$ cat config.mk
export PLATFORM = sky130hd
export DESIGN_NAME = accel_mem_loader
export DESIGN_NICKNAME = d
export VERILOG_FILES = /design/src/rtl/accel_mem_loader.sv
export SDC_FILE = /design/constraint.sdc
export NUM_CORES = 1
export LEC_CHECK = 0
export ABC_AREA = 1
export BUFFER_PORTS_ARGS = -buffer_cell sky130_fd_sc_hd__buf_4
export CAP_MARGIN = 20
export CORE_MARGIN = 2
export CORE_UTILIZATION = 34
export CTS_CLUSTER_SIZE = 28
export DETAILED_ROUTE_END_ITERATION = 7
export SYNTH_ARGS = -nofsm -noshare
export SYNTH_HDL_FRONTEND = slang
export SYNTH_SLANG_ARGS = --single-unit
$ cat constraint.sdc
create_clock -name clk_i -period 1.7 [get_ports clk_i]
set_input_delay 0.085 -clock clk_i [delete_from_list [all_inputs] [get_ports clk_i]]
set_output_delay 0.085 -clock clk_i [all_outputs]
set_load 0.01 [all_outputs]
$ cat src/rtl/accel_mem_loader.sv
// Streams one current block and one search window into two write ports.
// Framing is enforced by s_last_i; a bad frame aborts with a sticky error.
module accel_mem_loader #(
    parameter int CURR_DEPTH   = 256,
    parameter int SEARCH_DEPTH = 1024
) (
    input  logic       clk_i,
    input  logic       rst_ni,
    input  logic       start_i,
    input  logic       s_valid_i,
    output logic       s_ready_o,
    input  logic [7:0] s_data_i,
    input  logic       s_last_i,
    output logic       curr_mem_we_o,
    output logic [7:0] curr_mem_waddr_o,
    output logic [7:0] curr_mem_wdata_o,
    output logic       search_mem_we_o,
    output logic [9:0] search_mem_waddr_o,
    output logic [7:0] search_mem_wdata_o,
    output logic       busy_o,
    output logic       done_o,
    output logic       error_o
);

    typedef enum logic [1:0] {
        IDLE,
        LOAD_CURR,
        LOAD_SEARCH,
        DONE
    } state_e;

    localparam logic [9:0] CURR_LAST   = 10'(CURR_DEPTH - 1);
    localparam logic [9:0] SEARCH_LAST = 10'(SEARCH_DEPTH - 1);

    state_e     state_q, state_d;
    logic [9:0] cnt_q, cnt_d;
    logic       err_q, err_d;
    logic       cwe_q, cwe_d;
    logic [7:0] cwa_q, cwa_d;
    logic [7:0] cwd_q, cwd_d;
    logic       swe_q, swe_d;
    logic [9:0] swa_q, swa_d;
    logic [7:0] swd_q, swd_d;

    always_comb begin
        state_d = state_q;
        cnt_d   = cnt_q;
        err_d   = err_q;
        cwe_d   = 1'b0;
        cwa_d   = cwa_q;
        cwd_d   = cwd_q;
        swe_d   = 1'b0;
        swa_d   = swa_q;
        swd_d   = swd_q;
        unique case (state_q)
            IDLE: begin
                if (start_i) begin
                    state_d = LOAD_CURR;
                    cnt_d   = '0;
                    err_d   = 1'b0;
                end
            end
            LOAD_CURR: begin
                if (s_valid_i) begin
                    cwe_d = 1'b1;
                    cwa_d = cnt_q[7:0];
                    cwd_d = s_data_i;
                    if (s_last_i) begin
                        err_d   = 1'b1;
                        state_d = IDLE;
                        cnt_d   = '0;
                    end else if (cnt_q == CURR_LAST) begin
                        state_d = LOAD_SEARCH;
                        cnt_d   = '0;
                    end else begin
                        cnt_d = cnt_q + 10'd1;
                    end
                end
            end
            LOAD_SEARCH: begin
                if (s_valid_i) begin
                    swe_d = 1'b1;
                    swa_d = cnt_q;
                    swd_d = s_data_i;
                    if (cnt_q == SEARCH_LAST) begin
                        cnt_d = '0;
                        if (s_last_i) begin
                            state_d = DONE;
                        end else begin
                            err_d   = 1'b1;
                            state_d = IDLE;
                        end
                    end else if (s_last_i) begin
                        err_d   = 1'b1;
                        state_d = IDLE;
                        cnt_d   = '0;
                    end else begin
                        cnt_d = cnt_q + 10'd1;
                    end
                end
            end
            DONE: begin
                state_d = IDLE;
            end
            default: begin
                state_d = IDLE;
            end
        endcase
    end

    // Reset also clears the strobe of a beat accepted just before it.
    always_ff @(posedge clk_i or negedge rst_ni) begin
        if (!rst_ni) begin
            state_q <= IDLE;
            cnt_q   <= '0;
            err_q   <= 1'b0;
            cwe_q   <= 1'b0;
            cwa_q   <= '0;
            cwd_q   <= '0;
            swe_q   <= 1'b0;
            swa_q   <= '0;
            swd_q   <= '0;
        end else begin
            state_q <= state_d;
            cnt_q   <= cnt_d;
            err_q   <= err_d;
            cwe_q   <= cwe_d;
            cwa_q   <= cwa_d;
            cwd_q   <= cwd_d;
            swe_q   <= swe_d;
            swa_q   <= swa_d;
            swd_q   <= swd_d;
        end
    end

    assign s_ready_o          = (state_q == LOAD_CURR) || (state_q == LOAD_SEARCH);
    assign busy_o             = s_ready_o;
    assign done_o             = (state_q == DONE);
    assign error_o            = err_q;
    assign curr_mem_we_o      = cwe_q;
    assign curr_mem_waddr_o   = cwa_q;
    assign curr_mem_wdata_o   = cwd_q;
    assign search_mem_we_o    = swe_q;
    assign search_mem_waddr_o = swa_q;
    assign search_mem_wdata_o = swd_q;

endmodule

==> results.txt <==
The cell count after synthesis came out at 248. The initial utilization of the core area, before any placement, comes to 0.352. The number of warnings printed during yosys synthesis is 0. The highest clock frequency the design can meet is 617 MHz. The number of distinct library cells after synthesis is 27.

The post-synthesis cell area is ~2200 µm². The cell chosen for the clock root is sky130_fd_sc_hd__clkbuf_8. The worst min-delay path class is in2reg.

The final max-slew violation count came out at 0. The mux contribution to synthesized area is 0. The count of buffers added on input and output ports is 52.

Measured along the x axis, the die boundary spans around 85 µm. The H-tree was split into 2 levels. The number of detailed-routing iterations run before antenna repair came out at 4. Once detailed placement completed, the half-perimeter wirelength came to approximately 3400 µm. The area of the multi-input gates came out at between 800 and 900 µm².

The clock reaches the later pin of the worst-skew pair after 0.30 ns. The number of clock sinks came out at 49. The worst-case IR drop observed on VDD is 628 µV.

The simple-gate area share of the yosys netlist came out at 0.208. The worst clock skew on the final layout came out at 0.00403 ns. The buffer levels on the longest clock path is 2. The worst stage delay on the critical path came out at 0.39 ns. Counting stages on the worst path, the most repeated cell is sky130_fd_sc_hd__buf_4. After the first detailed-routing iteration, the DRC count stood at 35.

The most common cell in the netlist is sky130_fd_sc_hd__nand2_1. The largest net degree at the start of global routing came out at 50. The flow ran to the end, and the final reports show no timing, DRC or antenna violations.

The layout net count came out at 329. The detailed-route DRC error count is 0. Counting the fill cells in the layout gives 617. Counting tap cells, the placed design contains a total of about 370 instances. The sequential cell area came out at about 1200 µm². The total buffers and inverters traversed by the critical path is 2. The global-route usage over all layers came out at 0.141. The number of buffers created by CTS is 5. STA classifies the critical path startpoint as a flip-flop. The data required time of the worst path is about 1.9 ns.

The sum of routed wire length over all layers came out at 4790 µm. The power density of the placed cells is 1420 nW/µm². Counting I/O delays and the setup requirement, the final critical path takes around 1.6 ns. The repair_antennas step left the layout with diodes totalling 0.

The chip height came out at roughly 85 µm. The share of the clock period used by the worst path is 0.954. The sequential fraction of the synthesis area came out at 0.549.

The worst-case headroom to the max-slew limit is 0.587. The ratio of cells with drive above 1 in the final layout came out at 0.293. The synthesized design spends more area on one cell type than any other, namely sky130_fd_sc_hd__dfrtp_1.

The main flop type after synthesis is sky130_fd_sc_hd__dfrtp_1. Dividing the detail-routed wire length by the instance count gives 12.4 µm. The final cell area excluding filler cells came out at 2890 µm². The hold violation total from the final report came to 0. In the final timing run, aggregate negative setup slack is 0 ns.

The pre-CTS setup slack came out at 0.0605 ns. The net count after synthesis came out at 267. The initial antenna violation count came out at 0. The number of core rows came out at 29. The total I/O pin count is 53. The measured slew at the worst slew-check pin came out at around 0.62 ns. The cell family contributing the most delay on the critical path is simple AND/OR/NAND/NOR gates. The critical path goes through buf_4 -> ha_2 -> nand2_2 -> nand3_4 -> nor2_8 -> buf_4 -> nand2_1 -> xor2_1 -> nor2_1. The placeable core region is 6350 µm². The total power of the final layout came out at 4.09 mW. The routed layout has 1817 vias.

The total die area is 7230 µm². The number of routed nets with antenna violations is 0. The final-report setup violation count came out at 0.

The largest individual stage delay along the critical path comes from the cell sky130_fd_sc_hd__dfrtp_1. The static power due to leakage is ~1.5 nW. The area share of the leading cell type in the synthesized netlist came out at 0.549.

The minimum setup slack in the final design came out at about 0.08 ns. Yosys attributes the largest share of cell area to sky130_fd_sc_hd__dfrtp_1 55%, sky130_fd_sc_hd__nand2_1 11%, sky130_fd_sc_hd__o21ai_0 8.7%, sky130_fd_sc_hd__inv_1 5.4%, sky130_fd_sc_hd__ha_1 3.4%. The first global-routing pass estimated around 8300 µm of wire. TritonCTS built the clock tree. Of the total synthesized cell area, the portion taken by XOR and XNOR cells is 0.0196. The worst setup path is captured at a flip-flop. The average cell area after synthesis is 9.01 µm². The number of cells in the finished layout apart from fillers is 388.

The post-synthesis to final-layout area growth came out at 29.3%. The worst setup path is of the reg2reg kind. After synthesis, the share of flip-flops with an asynchronous set or reset is 1.00. The total of flip-flops plus latches after synthesis came out at 49. The via count of the first global-routing pass came out at 1792. The highest net fanout along the worst path is 6. The tool flagged a number of max-cap violations equal to 0. The compound-gate portion of the synthesized area came out at 0.118. The total grt overflow is 0.

The synthesized-area fraction occupied by adder cells is 0.0336. After synthesis, the largest family of logic cells by area is simple AND/OR/NAND/NOR gates. The worst endpoint data arrival time came out at 1.81 ns.

The average via count per standard cell came out at 4.68. The placed instance area is between 2000 and 3000 µm². Counting instances in the post-synthesis netlist gives the leading cell types as 63 x sky130_fd_sc_hd__nand2_1, 49 x sky130_fd_sc_hd__dfrtp_1, 39 x sky130_fd_sc_hd__o21ai_0. The clock-pin slew on the worst setup and hold paths is about 0.090 ns. At the end of routability-driven placement, the weighted congestion stood at between 0.8 and 0.9. The synthesized design contains 0 enable-type register cells.
[cell type report]
cell class / instances / area share
sequential: 49 / 0.425
multi-input combinational: 158 / 0.296
timing repair buffer: 62 / 0.171
inverter: 34 / 0.0451
tap: 77 / 0.0334
clock buffer: 6 / 0.0251
clock inverter: 2 / 0.00520
[routing by layer]
| layer | wire length (µm) | global-route usage | vias to the layer above |
|---|---|---|---|
| met2 | 2300 | 0.238 | 50 |
| met4 | 57 | 0.0390 | 0 |
| met3 | 298 | 0.0409 | 7 |
| li1 | - | - | 903 |
| met1 | 2140 | 0.177 | 857 |
| met5 | 0 | 0 | - |
[final timing paths]
check	cells after the start	slack [ns]	startpoint	end
max in group asynchronous	2	0.95	rst_ni	cnt_q[9]$_DFFE_PN0P_
worst max register to register	9	0.08	state_q[0]$_DFFE_PN0P_	cnt_q[3]$_DFFE_PN0P_
worst max-delay path	9	0.08	state_q[0]$_DFFE_PN0P_	cnt_q[3]$_DFFE_PN0P_
worst min-delay path	3	0.05	s_data_i[4]	search_mem_wdata_o[4]$_DFFE_PN0P_
min in group asynchronous	2	0.33	rst_ni	curr_mem_wdata_o[1]$_DFFE_PN0P_
worst min register to register	2	0.49	curr_mem_waddr_o[2]$_DFFE_PN0P_	curr_mem_waddr_o[2]$_DFFE_PN0P_
[flip-flops by register name, indices dropped and copies added, names as in the netlist]
register,flops
cnt_q,10
curr_mem_waddr_o,8
curr_mem_wdata_o,8
curr_mem_we_o,1
error_o,1
search_mem_waddr_o,10
search_mem_wdata_o,8
search_mem_we_o,1
state_q,2
[cell families (layout without fill, tap and decap cells)]
group,after synthesis,after routing
AO/OA/AOI/OAI,48,48
XOR/XNOR,5,5
adder cells (fa/ha/maj),6,6
buffers and inverters,41,104
flip-flops,49,49
AND/OR/NAND/NOR,99,99
[worst min-delay path, cell delays in order]
cell	delay, ns
sky130_fd_sc_hd__buf_4	0.10
sky130_fd_sc_hd__inv_1	0.05
sky130_fd_sc_hd__o21ai_0	0.08
[metrics by stage]
stage / util / hold slack, ns
3_5_place_dp: 0.432 / 0.146
6_report: 0.455 / 0.0545
4_1_cts: 0.448 / 0.0487
2_1_floorplan: - / -0.211
3_3_place_gp: 0.432 / 0.148
5_1_grt: 0.455 / 0.0528
[placed cells by master, fill, tap and decap left out, drive strengths merged, types with 4 or more instances in the layout]
cell type,Yosys,layout
nand2,68,68
buf,1,61
dfrtp,49,49
o21ai,43,43
inv,34,34
nor2,18,18
nand3,11,11
clkbuf,6,6
ha,6,6
xor2,4,4
a21oi,4,4
[report_power, final]
part / internal [mW] / leakage [nW] / total [mW] / switching [mW]
Combinational: 0.840 / 0.758 / 1.87 / 1.03
Clock: 0.290 / 0.0374 / 0.680 / 0.389
Sequential: 1.41 / 0.658 / 1.55 / 0.135
Total: 2.54 / 1.45 / 4.09 / 1.55
[timing repair]
item                                    CTS  global route
hold buffers                              1             0
hold endpoints to repair                 49             0
endpoints found under the setup margin    0            11
resized for setup                         0             6
buffers inserted                          0             5
Note: power is estimated with default switching activity, not from simulation.
